$ cat src/rtl/apb_bridge_pkg.sv
// Shared types and defaults for the APB bridge arbiter slice.
//   apb_state_e : shared-port transfer state (IDLE/SETUP/ACCESS)
//   DEF_*       : default widths for the arbiter parameters
//   grant_wd()  : width of a requester index, never below one bit
package apb_bridge_pkg;

  typedef enum logic [1:0] {
    IDLE   = 2'd0,
    SETUP  = 2'd1,
    ACCESS = 2'd2
  } apb_state_e;

  localparam int unsigned DEF_NUM_REQ = 4;
  localparam int unsigned DEF_ADDR_WD = 32;
  localparam int unsigned DEF_DATA_WD = 32;
  localparam int unsigned DEF_STRB_WD = 4;
  localparam int unsigned DEF_PROT_WD = 3;

  // A single requester still needs a one-bit index register.
  function automatic int unsigned grant_wd(input int unsigned n);
    return (n > 1) ? $clog2(n) : 1;
  endfunction

endpackage

$ cat src/rtl/rr_arbiter.sv
// Combinational round-robin arbiter.
//   req         : request vector
//   last_grant  : index of the previously served requester
//   grant_c     : one-hot grant (all zero when nothing requests)
//   grant_idx_c : encoded grant index (0 when nothing requests)
module rr_arbiter
  import apb_bridge_pkg::*;
#(
  parameter int unsigned N  = 4,
  parameter int unsigned IW = grant_wd(N)
) (
  input  logic [N-1:0]  req,
  input  logic [IW-1:0] last_grant,
  output logic [N-1:0]  grant_c,
  output logic [IW-1:0] grant_idx_c
);

  logic [2*N-1:0] req_dbl;
  logic [31:0]    base;
  logic [31:0]    pos;
  logic           found;

  // Upper copy of the request vector provides the wrap-around search.
  assign req_dbl = {req, req};

  // First set bit at or above last_grant+1 in the doubled vector, folded back.
  always_comb begin
    base  = (32'(last_grant) + 32'd1) % 32'(N);
    found = 1'b0;
    pos   = 32'd0;
    for (int unsigned k = 0; k < 2 * N; k++) begin
      if (!found && (k >= base) && req_dbl[k]) begin
        found = 1'b1;
        pos   = k;
      end
    end
    if (pos >= 32'(N)) begin
      pos = pos - 32'(N);
    end
    grant_idx_c = IW'(pos);
    grant_c     = found ? (N'(1) << pos) : '0;
  end

endmodule

$ cat src/rtl/apb_bridge_arbiter.sv
// Shares one APB master port between NUM_REQ APB requesters, round-robin,
// one transfer in flight. The granted command is captured in IDLE and
// re-issued from registers so the shared port is stable for the bridge.
//   a_pclk, a_prst_n : clock, async active-low reset
//   s_*              : flattened requester ports (requester i at [i*W +: W])
//   m_*              : shared master port towards the bridge
//   grant_id         : current or most recent grant (debug)
//   busy             : transfer in progress (SETUP or ACCESS)
module apb_bridge_arbiter
  import apb_bridge_pkg::*;
#(
  parameter  int unsigned NUM_REQ = DEF_NUM_REQ,
  parameter  int unsigned ADDR_WD = DEF_ADDR_WD,
  parameter  int unsigned DATA_WD = DEF_DATA_WD,
  parameter  int unsigned STRB_WD = DEF_STRB_WD,
  parameter  int unsigned PROT_WD = DEF_PROT_WD,
  localparam int unsigned GNT_WD  = grant_wd(NUM_REQ)
) (
  input  logic                       a_pclk,
  input  logic                       a_prst_n,
  input  logic [NUM_REQ-1:0]         s_psel,
  input  logic [NUM_REQ-1:0]         s_penable,
  input  logic [NUM_REQ-1:0]         s_pwrite,
  input  logic [NUM_REQ*ADDR_WD-1:0] s_paddr,
  input  logic [NUM_REQ*DATA_WD-1:0] s_pwdata,
  input  logic [NUM_REQ*PROT_WD-1:0] s_pprot,
  input  logic [NUM_REQ*STRB_WD-1:0] s_pstrb,
  output logic [NUM_REQ*DATA_WD-1:0] s_prdata,
  output logic [NUM_REQ-1:0]         s_pready,
  output logic                       m_psel,
  output logic                       m_penable,
  output logic                       m_pwrite,
  output logic [ADDR_WD-1:0]         m_paddr,
  output logic [DATA_WD-1:0]         m_pwdata,
  output logic [PROT_WD-1:0]         m_pprot,
  output logic [STRB_WD-1:0]         m_pstrb,
  input  logic [DATA_WD-1:0]         m_prdata,
  input  logic                       m_pready,
  output logic [GNT_WD-1:0]          grant_id,
  output logic                       busy
);

  apb_state_e          state_q;
  apb_state_e          state_d;
  logic [NUM_REQ-1:0]  req;
  logic [NUM_REQ-1:0]  gnt_onehot;
  logic [GNT_WD-1:0]   gnt_idx;
  logic [GNT_WD-1:0]   last_grant_q;
  logic                load_cmd;
  logic                xfer_done;
  logic                sel_pwrite;
  logic [ADDR_WD-1:0]  sel_paddr;
  logic [DATA_WD-1:0]  sel_pwdata;
  logic [PROT_WD-1:0]  sel_pprot;
  logic [STRB_WD-1:0]  sel_pstrb;
  logic                unused_penable;

  // Requester penable carries no arbitration information.
  assign unused_penable = ^s_penable;

  // A requester asks for the shared port simply by raising psel.
  assign req = s_psel;

  rr_arbiter #(
    .N  (NUM_REQ),
    .IW (GNT_WD)
  ) u_rr_arbiter (
    .req         (req),
    .last_grant  (last_grant_q),
    .grant_c     (gnt_onehot),
    .grant_idx_c (gnt_idx)
  );

  // Command of the arbitration winner.
  always_comb begin
    sel_pwrite = 1'b0;
    sel_paddr  = '0;
    sel_pwdata = '0;
    sel_pprot  = '0;
    sel_pstrb  = '0;
    for (int unsigned i = 0; i < NUM_REQ; i++) begin
      if (gnt_onehot[i]) begin
        sel_pwrite = s_pwrite[i];
        sel_paddr  = s_paddr[i*ADDR_WD +: ADDR_WD];
        sel_pwdata = s_pwdata[i*DATA_WD +: DATA_WD];
        sel_pprot  = s_pprot[i*PROT_WD +: PROT_WD];
        sel_pstrb  = s_pstrb[i*STRB_WD +: STRB_WD];
      end
    end
  end

  // State register.
  always_ff @(posedge a_pclk or negedge a_prst_n) begin
    if (!a_prst_n) begin
      state_q <= IDLE;
    end else begin
      state_q <= state_d;
    end
  end

  // Next-state logic.
  always_comb begin
    state_d = state_q;
    case (state_q)
      IDLE:    if (|req) state_d = SETUP;
      SETUP:   state_d = ACCESS;
      ACCESS:  if (m_pready) state_d = IDLE;
      default: state_d = IDLE;
    endcase
  end

  // State decode: capture strobes and routing of the response to the owner.
  always_comb begin
    load_cmd  = 1'b0;
    xfer_done = 1'b0;
    s_pready  = '0;
    s_prdata  = '0;
    case (state_q)
      IDLE: load_cmd = |req;
      ACCESS: begin
        xfer_done = m_pready;
        for (int unsigned i = 0; i < NUM_REQ; i++) begin
          if (32'(grant_id) == i) begin
            s_pready[i]                    = m_pready;
            s_prdata[i*DATA_WD +: DATA_WD] = m_prdata;
          end
        end
      end
      default: ;
    endcase
  end

  // Shared-port registers; command fields only change on a new grant.
  always_ff @(posedge a_pclk or negedge a_prst_n) begin
    if (!a_prst_n) begin
      m_psel       <= 1'b0;
      m_penable    <= 1'b0;
      busy         <= 1'b0;
      m_pwrite     <= 1'b0;
      m_paddr      <= '0;
      m_pwdata     <= '0;
      m_pprot      <= '0;
      m_pstrb      <= '0;
      grant_id     <= '0;
      last_grant_q <= GNT_WD'(NUM_REQ - 1);
    end else begin
      m_psel    <= (state_d != IDLE);
      m_penable <= (state_d == ACCESS);
      busy      <= (state_d != IDLE);
      if (load_cmd) begin
        m_pwrite <= sel_pwrite;
        m_paddr  <= sel_paddr;
        m_pwdata <= sel_pwdata;
        m_pprot  <= sel_pprot;
        m_pstrb  <= sel_pstrb;
        grant_id <= gnt_idx;
      end
      if (xfer_done) begin
        last_grant_q <= grant_id;
      end
    end
  end

endmodule
$ cat config.mk
export PLATFORM = sky130hd
export DESIGN_NAME = apb_bridge_arbiter
export DESIGN_NICKNAME = d
export VERILOG_FILES = /design/src/rtl/apb_bridge_pkg.sv /design/src/rtl/rr_arbiter.sv /design/src/rtl/apb_bridge_arbiter.sv
export SDC_FILE = /design/constraint.sdc
export NUM_CORES = 1
export LEC_CHECK = 0
export ABC_AREA = 0
export BUFFER_PORTS_ARGS = -buffer_cell sky130_fd_sc_hd__buf_2
export CORE_AREA = 2 2 208 210
export CTS_CLUSTER_DIAMETER = 50
export DETAILED_ROUTE_END_ITERATION = 10
export DIE_AREA = 0 0 210 212
export GPL_TIMING_DRIVEN = 1
export SLEW_MARGIN = 20
export SYNTH_ARGS = -nofsm -noshare
export SYNTH_HDL_FRONTEND = slang
export SYNTH_SLANG_ARGS = --single-unit
export TNS_END_PERCENT = 20
$ cat constraint.sdc
create_clock -name a_pclk -period 2.2 [get_ports a_pclk]
set_input_delay 0.22 -clock a_pclk [delete_from_list [all_inputs] [get_ports a_pclk]]
set_output_delay 0.22 -clock a_pclk [all_outputs]
set_load 0.01 [all_outputs]
== Word level (Yosys, flattened, before mapping) ==
Cells that the tools add are included.
Word-level totals
  output and inout bits: 209
  register bits after elaboration: 80
  logic and storage cells: 106
  input port bits: 331
Operators by class
  reduce and logical (&&, ||, !) cells: 26
  add/sub/neg operators: 2
  equal/unequal tests: 6
  shift operators: 1
  multiplexer cells: 52
  order comparisons: 9
Operator list (number)
  $mux 32: 13
  $mux 128: 1
  $shl 1x32->4 const A: 1
  $mux 3: 8
  $mux 4: 6
  $mux 1: 19
  $logic_and 1x1->1: 15
  $ge 3x2->1 const A: 4
  $eq 2x2->1 const B: 4
  $mux 2: 4
  $logic_not 1->1: 7
  $pmux 2 s3: 1
  $eq 2x1->1 const B: 2
  $ge 1x2->1 const A: 2
  $ge 2x2->1 const A: 2
  $logic_not 2->1: 2
  $reduce_or 4->1: 1
  $sub 3x3->4 const B: 1
  $ge 3x3->1 const B: 1
  $add 2x1->2 const B: 1
  $reduce_bool 2->1: 1

== Logic depth before layout (Yosys ltp) ==
Gate-level depths: netlist of the first run.
  depth after elaboration: 40
  mapped depth: 9

== Hierarchy ==
A second synthesis of the first run with hierarchy kept.
Second synthesis, totals
  cell total of the unflattened synthesis: 660
  area total of the unflattened synthesis: 6094.6 µm²
Modules (own cells, without submodules)
  apb_bridge_arbiter: cells an instance 639, instances 1, sequential area each 2004.4 µm², area each 5948.2 µm²
  rr_arbiter: cells an instance 21, instances 1, sequential area each 0.0 µm², area each 146.4 µm²

== Least setup slack after synthesis of the first run ==
Ideal clock, no wire load.
  path type: flip-flop to flip-flop
  start: register last_grant_q[0]
  end: register m_paddr[1]
  stages on the path, launching flop included: 10
  period minus slack after synthesis: 2.210 ns
  setup time: 0.137 ns
  data required time: 2.063 ns
  data arrival time: 2.073 ns
  setup slack: -0.010 ns
  path through: dfstp_2 -> inv_1 -> ha_1 -> o21bai_1 -> a221o_1 -> clkbuf_1 -> buf_1 -> a21oi_1 -> a221oi_2 -> a21oi_1
On the way
  longest elaborated chain between the ends: 40
  elaborated cells on any way between the ends: 55
  those cells by class: 2 x add/sub; 9 x order compare; 1 x shift; 21 x mux; 22 x reduce/logical
RTL lines
  start: declaration: line apb_bridge_arbiter.sv:48  | logic [GNT_WD-1:0] last_grant_q;
  start signal: assignment: line apb_bridge_arbiter.sv:145  | last_grant_q <= GNT_WD'(NUM_REQ - 1);
  start signal: assignment: line apb_bridge_arbiter.sv:159  | last_grant_q <= grant_id;
  $add 2x1->2 (*): line rr_arbiter.sv:28  | base = (32'(last_grant) + 32'd1) % 32'(N);
  $ge 1x2->1: line rr_arbiter.sv:32  | if (!found && (k >= base) && req_dbl[k]) begin
  $logic_and 1x1->1: line rr_arbiter.sv:32
  $mux 1: line rr_arbiter.sv:32
  $logic_not 1->1: line rr_arbiter.sv:32
  $logic_and 1x1->1 (2 in series): line rr_arbiter.sv:32
  $mux 1: line rr_arbiter.sv:32
  $logic_not 1->1: line rr_arbiter.sv:32
  [20 not listed]
  $logic_and 1x1->1 (2 in series): line rr_arbiter.sv:32
  $mux 3: line rr_arbiter.sv:32
  $sub 3x3->4 / $ge 3x3->1 (equally long branches): line rr_arbiter.sv:38, rr_arbiter.sv:37
  $mux 32: line rr_arbiter.sv:37  | if (pos >= 32'(N)) begin
  $shl 1x32->4: line rr_arbiter.sv:41  | grant_c = found ? (N'(1) << pos) : '0;
  $mux 4 (*): line rr_arbiter.sv:41
  $mux 32 (3 in series): line apb_bridge_arbiter.sv:82  | if (gnt_onehot[i]) begin
  $mux 32 (*): line apb_bridge_arbiter.sv:82
  end signal: assignment: line apb_bridge_arbiter.sv:152  | m_paddr <= sel_paddr;
  end: declaration: line apb_bridge_arbiter.sv:33  | output logic [ADDR_WD-1:0] m_paddr,
Every way passes the cells marked *; elsewhere a longest branch is shown, timed or not.
A chain may end at the register's enable or synchronous reset.

== Final worst setup path of the first run ==
  start: register last_grant_q[1]
  end: register m_pwdata[8]
On the way
  longest elaborated chain between the ends: 40
  elaborated cells on any way between the ends: 55
  those cells by class: 2 x add/sub; 9 x order compare; 1 x shift; 21 x mux; 22 x reduce/logical
RTL lines
  $add 2x1->2 (*): line rr_arbiter.sv:28
  $ge 1x2->1: line rr_arbiter.sv:32
  $logic_and 1x1->1: line rr_arbiter.sv:32
  $mux 1: line rr_arbiter.sv:32
  $logic_not 1->1: line rr_arbiter.sv:32
  $logic_and 1x1->1 (2 in series): line rr_arbiter.sv:32
  $mux 1: line rr_arbiter.sv:32
  $logic_not 1->1: line rr_arbiter.sv:32
  [20 not listed]
  $logic_and 1x1->1 (2 in series): line rr_arbiter.sv:32
  $mux 3: line rr_arbiter.sv:32
  $sub 3x3->4 / $ge 3x3->1 (equally long branches): line rr_arbiter.sv:38, rr_arbiter.sv:37
  $mux 32: line rr_arbiter.sv:37
  $shl 1x32->4: line rr_arbiter.sv:41
  $mux 4 (*): line rr_arbiter.sv:41
  $mux 32 (3 in series): line apb_bridge_arbiter.sv:82
  $mux 32 (*): line apb_bridge_arbiter.sv:82
  end signal: assignment: line apb_bridge_arbiter.sv:153  | m_pwdata <= sel_pwdata;
  end: declaration: line apb_bridge_arbiter.sv:34  | output logic [DATA_WD-1:0] m_pwdata,
Marked as above.

==> reports/metrics.yaml, run 1 <==
logic_synthesis:
  synth_edf_count: 0
  synth_most_common_cell: "a21oi_1"
  seq_area_frac_synth: 0.342
  avgSynthCellArea_um2: 8.09
  async_flop_share: 1.00
  ys_types: 34
  synth_warnings: 0
  syn-instance-count: 725
  ys_top_cells_by_count: "145 x a21oi_1, 108 x nand2_1, 101 x nor2_1"
  yosys.area.top_type: "dfrtp_1"
  synth_top_area_frac: 0.333
  ys_seq_elements: 80
  synthFlopType: "dfrtp_1"
  synth_nets: 1058
  yosys-top-cells-area: "dfrtp_1 33%, a221oi_2 18%, a21oi_1 12%, o22ai_1 7.7%, nand2_1 6.9%"
  synth_area_mm2: 0.00587
finish:
  fin_cells: 1803
  fin_area_mm2: 0.0102
  drive_gt1_frac: 0.566
  fin_util: 0.240
  multi_input_area_mm2: 0.00371
  regArea_mm2: 0.00200
  synthToLayoutAreaGrowth_pct: 73.7
  nets: 1580
  fillers: 4644
timing:
  maxSlewViolCount: 0
  fin_skew_ps: 7.58
  worstMarginPinSlew_ps: 661
  post-route-min-period_ps: 2350
  maxSlewHeadroom: 0.559
  period_share: 1.07
  hold_viol_final: 0
  finalSetupViolCount: 72
  rsz0062_at_grt: "yes"
  fmax_mhz: 426
  setup_ws_ps: -145
power:
  leakage_nw: 5.01
  ir_drop_uv: 553
  power.density_mw_per_mm2: 1350
placed_design:
  port-buffer-count: 535
  dp_cells: 1769
  placed_area_mm2: 0.00941
  place_hpwl_um: 23400
  place_congestion: 0.852
route:
  drt_iter0_drc: 536
  route.detailed.drc: 0
  via_per_inst: 4.45
  via_count: 8024
  postRouteAntennaNets: 0
  dr.pass1.iters: 4
  drt_wl_total_um: 32300
  wl_per_cell_um: 17.9
global_routing:
  grt-ovfl-total: 0
  grt_max_degree: 82
  track_usage: 0.131
  first_global_vias: 7444
  grt_first_pass_wirelength_um: 43800
  antenna_found_initial: 8
cts:
  cts_made_buffers: 9
  clk_latency_ps: 370
  clock_sinks: 80
  cts_root_buf: "clkbuf_16"
  path_clk_slew_ps: 70
  htreeDepth: 3
  clock_path_buffers: 2
  cts_tree: "yes"
outcome:
  violations: "setup timing"
  status: "complete, but fails checks"
critical_path:
  cp-start-kind: "flop"
  crit_type: "flop to flop"
  cp.arrival_ps: 2590
  ff2ff_setup_slack_ps: -150
  crit_required_ps: 2450
  critPathMaxFanout: 7
  end_kind: "flop"
die:
  core_area_mm2: 0.0425
  io_pins: 540
  rows: 76
  die_w_um: 210
  initial_core_util: 0.138
  fp.dieH_um: 212
  dieArea_mm2: 0.0445
run:
  maxCapViolCount: 0
min_path:
  hold_path_class: "input pin to flop"
==> path summary, 6_finish.rpt <==
check	startpoint	end	cells after the start
max	last_grant_q[1]$_DFFE_PN1P_	m_pwdata[8]$_DFFE_PN0P_	7
min	s_pprot[11]	m_pprot[2]$_DFFE_PN0P_	3
max reg2reg	last_grant_q[1]$_DFFE_PN1P_	m_pwdata[8]$_DFFE_PN0P_	7
min reg2reg	m_pwdata[24]$_DFFE_PN0P_	m_pwdata[24]$_DFFE_PN0P_	2
max in group asynchronous	a_prst_n	last_grant_q[1]$_DFFE_PN1P_	3
min in group asynchronous	a_prst_n	m_pwdata[0]$_DFFE_PN0P_	2
==> area by class of cell <==
class,instances,share of cell area
Tap cell,546,0.0670
Multi-Input combinational cell,560,0.364
Clock buffer,10,0.0225
Timing Repair Buffer,594,0.341
Antenna cell,5,0.00123
Sequential cell,80,0.197
Clock inverter,6,0.00675
Inverter,2,0.000982
==> cell families after synthesis <==
group / Yosys count / share of synthesized area
simple gates: 256 / 0.185
buf+inv: 86 / 0.0693
compound gates: 297 / 0.392
fa+ha+maj: 2 / 0.00426
flops: 80 / 0.342
mux: 4 / 0.00768
==> flip-flops by register name, indices dropped and copies added (netlist names) <==
name / flops
state_q: 2
m_paddr: 32
m_pwdata: 32
last_grant_q: 2
m_pwrite: 1
grant_id: 2
m_pstrb: 4
m_pprot: 3
m_penable: 1
busy: 1
==> report_power, final <==
group	internal, mW	switching (mW)	leakage [nW]	total (mW)
combinational	4.00	5.43	3.99	9.43
clock	0.885	0.731	0.131	1.62
sequential	2.27	0.469	0.893	2.74
==> placed cells by master, fill, tap and decap left out, drive strengths merged, types with 2 or more instances in the layout <==
cell,count
a21boi,2
a21oi,145
a221oi,72
and2,33
and3,3
buf,589
clkbuf,14
clkinvlp,4
dfrtp,78
dfstp,2
diode,5
ha,2
inv,3
mux2,4
nand2,108
nand2b,3
nor2,101
o21ai,2
o22ai,72
==> timing repair <==
item,4_1_cts,5_1_grt
endpoints found under the hold margin,38,0
pin swaps,17,29
cloned,4,5
buffers inserted,2,4
endpoints found under the setup margin,72,72
gates resized for setup,15,31
hold buffers,1,0
==> layer usage <==
| metal | up-vias | track usage | wire [um] |
|---|---|---|---|
| met5 | - | 0 | 36 |
| met4 | 6 | 0.0587 | 1080 |
| met3 | 56 | 0.0363 | 2320 |
| met2 | 441 | 0.221 | 16000 |
| met1 | 3800 | 0.156 | 12900 |
| li1 | 3721 | - | - |
==> worst max-delay path: stages (launching register included) <==
cell and delay [ps]:
dfstp_2 560, ha_4 120, and2b_2 240, a221o_4 460, and3_4 270, buf_12 170, a221oi_4 300, a21oi_2 90
==> stage by stage <==
step	setup slack, ps	total power, mW	hold WS [ps]	setup TNS (ps)
after global placement	-242	11.0	266	-9480
after CTS	-175	13.4	88.2	-7910
after global routing	-204	14.8	96.6	-11700
after floorplan	-0.274	7.84	-75.6	-2.46
final	-145	13.8	109	-6250
after detailed placement	-250	11.1	273	-9660
Note: power is estimated with default switching activity, not from simulation.
==> run 2, diff against run 1 <==
Settings changed: CTS_BUF_LIST set to sky130_fd_sc_hd__clkbuf_16, SETUP_SLACK_MARGIN set to 0.15, SKIP_LAST_GASP set to 1.
==> run 2 against run 1 <==
Against the previous run: the run still ends with setup timing left; routed wire length down 4.0%; worst setup slack got worse by 29 ps; non-clock buffer count rose by 7; critical path depth is 1 higher; global-route usage fell by 0.19 points; clock power rose by 10%; sequential power about the same; sequential share of layout area grew 0.20 points; largest cell class unchanged; largest power group unchanged; highest routed layer is now met4.
==> reports/metrics.yaml, run 2 (synthesis gave the netlist of run 1 again) <==
route:
  drt_iter0_drc: 403  # -25%
  wl_per_cell_um: 17.2  # -4.1%
  postRouteAntennaNets: 0  # unchanged
  route.detailed.drc: 0  # unchanged
  drt_wl_total_um: 31000  # -4.0%
  via_per_inst: 4.35  # -2.2%
  dr.pass1.iters: 5  # +1
  via_count: 7856  # -2.1%
die:
  die_w_um: 210  # unchanged
  initial_core_util: 0.138  # unchanged
  io_pins: 540  # unchanged
  core_area_mm2: 0.0425  # unchanged
  rows: 76  # unchanged
  fp.dieH_um: 212  # unchanged
  dieArea_mm2: 0.0445  # unchanged
critical_path:
  end_kind: "flop"
  crit_buf_inv: 2  # +1
  critical-path-top-delay-family: "compound AO/OA/AOI/OAI gates"
  cp.arrival_ps: 2600  # about the same
  crit_type: "flop to flop"
  cp-start-kind: "flop"
  crit_required_ps: 2420  # -30 ps
  cpPeakStageDelay_ps: 560  # about the same
  worstPathCellList: "ha_4 > and2b_1 > a221o_4 > and3_4 > buf_4 > buf_8 > a221oi_2 > a21oi_1"
  cp.depth: 8  # +1
  cp_slowest_cell: "dfstp_2"
  r2r_cells: 8  # +1
  critPathMaxFanout: 7  # unchanged
finish:
  layout_commonest_cell: "buf_2"
  multi_input_area_mm2: 0.00361  # -2.8%
  fin_util: 0.237  # -0.00235
  top_regs: "m_paddr: 32 flops, m_pwdata: 32 flops, m_pstrb: 4 flops"
  nets: 1587  # +0.44%
  fillers: 4702  # +1.2%
  layout_common_cells: "534 x buf_2, 142 x a21oi_1, 107 x nand2_1, 101 x nor2_1, 78 x dfrtp_1"
  regArea_mm2: 0.00200  # unchanged
  drive_gt1_frac: 0.563  # -0.00350
  fin_area_mm2: 0.0101  # -0.98%
  synthToLayoutAreaGrowth_pct: 72.0
placed_design:
  place_hpwl_um: 23300  # -0.56%
  place_congestion: 0.869  # +1.9%
  port-buffer-count: 535  # unchanged
  placed_area_mm2: 0.00941  # about the same
cts:
  clock_sinks: 80  # unchanged
  path_clk_slew_ps: 70  # about the same
  clock_path_buffers: 2  # unchanged
  cts_tree: "yes"
  cts_made_buffers: 9  # unchanged
  clk_latency_ps: 360  # about the same
  htreeDepth: 3  # unchanged
  cts_root_buf: "clkbuf_16"
timing:
  maxSlewHeadroom: 0.561  # +0.00158
  hold_viol_final: 0  # unchanged
  finalSetupViolCount: 72  # unchanged
  period_share: 1.08  # +0.0130
  fmax_mhz: 421  # -1.2%
  worstMarginPinSlew_ps: 659  # -2.37 ps
  post-route-min-period_ps: 2370  # +28.6 ps
  fin_skew_ps: 9.02  # +1.44 ps
  maxSlewViolCount: 0  # unchanged
  rsz0062_at_grt: "yes"
  setup_ws_ps: -174  # -28.6 ps
  setup_tns_ps: -8880  # -2630 ps
global_routing:
  met3_usage: 0.0318  # -0.00458
  grt-ovfl-total: 0  # unchanged
  grtUsageMet2: 0.223  # +0.00241
  use_met1: 0.155  # -0.00171
  antenna_found_initial: 4  # -4
  top_usage_layer: "met2"
  grt_max_degree: 76  # -7.3%
  track_usage: 0.129  # -0.00185
  grt_first_pass_wirelength_um: 43500  # -0.83%
  first_global_vias: 7547  # +1.4%
power:
  ir_drop_uv: 454  # -18%
  leakage_nw: 5.04  # +0.43%
  power.density_mw_per_mm2: 1350  # -0.14%
min_path:
  hold_path_depth: 3  # unchanged
  hold_path_class: "input pin to flop"
outcome:
  status: "complete, but fails checks"
  violations: "setup timing"
run:
  maxCapViolCount: 0  # unchanged
run 2: area by class of cell:
cell class | instances | share of cell area
diodes | 1 | 0.000248
clock buffers | 9 | 0.0223
clock inverters | 6 | 0.0107
inverters | 2 | 0.000992
multi-input cells | 560 | 0.357
flip-flops and latches | 80 | 0.199
well taps | 546 | 0.0677
repair buffers | 601 | 0.342
run 2: routing by layer:
layer  vias to the layer above  share of wire
li1                       3720              -
met1                      3640           0.41
met2                       441           0.49
met3                        55          0.069
met4                         0          0.030
met5                         -              0
run 2: timing repair:
item,4_1_cts,5_1_grt
endpoints found under the hold margin,35,0
hold buffers,1,0
gates cloned,4,1
setup endpoints to repair,74,111
pin swaps,11,9
setup buffers,5,4
gates resized for setup,14,14
run 2: tightest hold or removal path: stages:
cell and delay, ps:
buf_2 70, o22ai_1 50, a21oi_1 110
run 2: where the power goes:
part           switching [mW]  internal (mW)  leakage, nW
logic                    5.20           3.87         3.98
clock network           0.689           1.10        0.163
registers               0.499           2.27        0.893
run 2: worst paths after layout:
kind / from / slack, ps / end
max in group asynchronous: a_prst_n / 1130 / busy$_DFF_PN0_
setup reg to reg: last_grant_q[1]$_DFFE_PN1P_ / -170 / m_paddr[30]$_DFFE_PN0P_
setup / recovery: last_grant_q[1]$_DFFE_PN1P_ / -170 / m_paddr[30]$_DFFE_PN0P_
hold / removal: s_paddr[98] / 130 / m_paddr[2]$_DFFE_PN0P_
hold reg to reg: m_paddr[1]$_DFFE_PN0P_ / 570 / m_paddr[1]$_DFFE_PN0P_
min in group asynchronous: a_prst_n / 400 / m_paddr[28]$_DFFE_PN0P_
run 2: through the flow:
step	instances	hold slack (ps)	worst slack, ps	power [mW]
CTS	1799	91.3	-233	13.5
finish	1805	131	-174	13.6
global placement	1774	242	-353	11.0
detailed placement	1774	241	-359	11.1
global route	1804	107	-259	14.6
floorplan	725	-75.6	147	7.95
==> run 3, diff against run 2 <==
Settings changed: PLACE_DENSITY set to 0.4.
==> run 3 against run 2 <==
Against the previous run: the run still ends with setup timing left; design area up 1.8%; die area unchanged; worst hold slack got worse by 15 ps; register-to-register slack improved by 60 ps; power rose by 2.1%; first-iteration DRC count down 24%; clock power shrank 11%; non-clock buffer count grew 4; via count shrank 0.87%; count of clock-buffer cells in the layout unchanged; routed wire length increased by 4.0%; critical path type unchanged; critical endpoint is now m_pwdata[4]$_DFFE_PN0P_.
==> reports/metrics.yaml, run 3 (synthesis gave the netlist of run 1 again) <==
outcome:
  status: "complete, but fails checks"
  violations: "setup timing"
global_routing:
  grt_max_degree: 81  # +6.6%
  grt_first_pass_wirelength_um: 46400  # +6.6%
  first_global_vias: 7749  # +2.7%
  grt-ovfl-total: 0  # unchanged
  antenna_found_initial: 1  # -3
  track_usage: 0.137  # +0.00744
route:
  drt_iter0_drc: 308  # -24%
  met2_length_um: 16200  # +5.9%
  via_per_inst: 4.31  # -1.1%
  postRouteAntennaNets: 0  # unchanged
  via_count: 7788  # -0.87%
  wl_per_cell_um: 17.8  # +3.8%
  routed.top_layer: "met5"
  drt_wl_total_um: 32300  # +4.0%
  met1_length_um: 13500  # +6.4%
  routed-wl-met3_um: 1930  # -9.7%
  route.detailed.drc: 0  # unchanged
  dr.pass1.iters: 6  # +1
placed_design:
  placed_area_mm2: 0.00955  # +1.5%
  port-buffer-count: 535  # unchanged
  place_ws_ps: -235  # +124 ps
  place_congestion: 0.798  # -8.2%
  place_hpwl_um: 24300  # +4.4%
finish:
  fillers: 4708  # +0.13%
  synthToLayoutAreaGrowth_pct: 75.1
  drive_gt1_frac: 0.563  # +0.000593
  nets: 1590  # +0.19%
  multi_input_area_mm2: 0.00368  # +2.2%
  layout_common_cells: "534 x buf_2, 141 x a21oi_1, 107 x nand2_1, 101 x nor2_1, 78 x dfrtp_1"
  layout_commonest_cell: "buf_2"
  regArea_mm2: 0.00200  # unchanged
  top_regs: "m_paddr: 32 flops, m_pwdata: 32 flops, m_pstrb: 4 flops"
  fin_area_mm2: 0.0103  # +1.8%
timing:
  setup_ws_ps: -111  # +62.5 ps
  finalSetupViolCount: 68  # -5.6%
  maxSlewViolCount: 0  # unchanged
  whs_ps: 116  # -15.5 ps
  setup_tns_ps: -3960  # +4930 ps
  worstMarginPinSlew_ps: 678  # +19.1 ps
  period_share: 1.05  # -0.0284
  rsz0062_at_grt: "yes"
  maxSlewHeadroom: 0.548  # -0.0127
  post-route-min-period_ps: 2310  # -62.5 ps
  fin_skew_ps: 14.9  # +5.87 ps
  hold_viol_final: 0  # unchanged
  fmax_mhz: 433  # +2.7%
die:
  rows: 76  # unchanged
  die_w_um: 210  # unchanged
  initial_core_util: 0.138  # unchanged
  fp.dieH_um: 212  # unchanged
  dieArea_mm2: 0.0445  # unchanged
  io_pins: 540  # unchanged
  core_area_mm2: 0.0425  # unchanged
min_path:
  hold_path_class: "input pin to flop"
  hold_path_depth: 3  # unchanged
  holdPathEnd: "m_pwdata[11]$_DFFE_PN0P_"
  hp-start: "s_pwdata[107]"
critical_path:
  r2r_cells: 9  # +1
  ff2ff_setup_slack_ps: -110  # +60 ps
  r2r_start: "last_grant_q[0]$_DFFE_PN1P_"
  critPathMaxFanout: 5  # -2
  cp.arrival_ps: 2550  # -50 ps
  crit_required_ps: 2440  # +20 ps
  rr_endpoint: "m_pwdata[4]$_DFFE_PN0P_"
  cp-start-kind: "flop"
  end_kind: "flop"
  crit_type: "flop to flop"
cts:
  cts_root_buf: "clkbuf_16"
  path_clk_slew_ps: 70  # about the same
  clk_latency_ps: 370  # about the same
  clock_path_buffers: 2  # unchanged
  cts_tree: "yes"
  htreeDepth: 3  # unchanged
  clock_sinks: 80  # unchanged
  cts_made_buffers: 9  # unchanged
power:
  power.density_mw_per_mm2: 1350  # +0.33%
  ir_drop_uv: 501  # +10%
  total_power_mw: 13.9  # +2.1%
  leakage_nw: 5.08  # +0.92%
run:
  maxCapViolCount: 0  # unchanged
run 3: worst max-delay path, stage by stage, from the launching register on:
cell and delay [ps]:
dfstp_2 540, inv_2 40, ha_4 270, nand2_2 50
a221o_4 440, and3_4 220, buf_12 150, buf_8 130
a221oi_4 250, a21oi_1 100
run 3: per-layer routing:
| metal | vias to the layer above | GRT usage |
|---|---|---|
| met5 | - | 0 |
| met4 | 2 | 0.0479 |
| met3 | 39 | 0.0355 |
| met2 | 334 | 0.240 |
| met1 | 3688 | 0.162 |
| li1 | 3725 | - |
run 3: area by class of cell:
cell class / count / area share
tap: 546 / 0.0665
inverter: 2 / 0.000975
clock buffer: 9 / 0.0219
timing repair buffer: 605 / 0.350
sequential: 80 / 0.195
multi-input combinational: 559 / 0.359
clock inverter: 7 / 0.00621
antenna: 1 / 0.000244
run 3: per-stage QoR:
stage                util  instances
finish              0.242       1809
global route        0.242       1808
CTS                 0.239       1808
detailed placement  0.225       1781
global placement    0.225       1781
floorplan               -        725
run 3: worst max-delay path by stage:
stage	start	end	slack (ps)	cells after the start
2_1_floorplan	last_grant_q[1]$_DFFE_PN1P_	m_pwdata[31]$_DFFE_PN0P_	150	8
3_3_place_gp	last_grant_q[1]$_DFFE_PN1P_	m_pwdata[30]$_DFFE_PN0P_	-230	7
3_5_place_dp	last_grant_q[1]$_DFFE_PN1P_	m_pwdata[30]$_DFFE_PN0P_	-240	7
4_1_cts	last_grant_q[0]$_DFFE_PN1P_	m_pwdata[30]$_DFFE_PN0P_	-140	8
5_1_grt	last_grant_q[1]$_DFFE_PN1P_	m_pwdata[30]$_DFFE_PN0P_	-190	9
6_report	last_grant_q[0]$_DFFE_PN1P_	m_pwdata[4]$_DFFE_PN0P_	-110	9
run 3: timing repair:
action / in CTS / in global routing
hold buffers: 1 / 0
setup endpoints to repair: 75 / 127
cloned: 3 / 0
hold endpoints to repair: 78 / 0
resized for setup: 26 / 14
pin swaps: 16 / 19
setup buffers: 7 / 0
run 3: where the power goes:
| part | switching [mW] | internal [mW] | total [mW] |
|---|---|---|---|
| logic | 5.38 | 4.21 | 9.59 |
| registers | 0.461 | 2.27 | 2.73 |
| clock network | 0.722 | 0.874 | 1.60 |
| total | 6.56 | 7.35 | 13.9 |
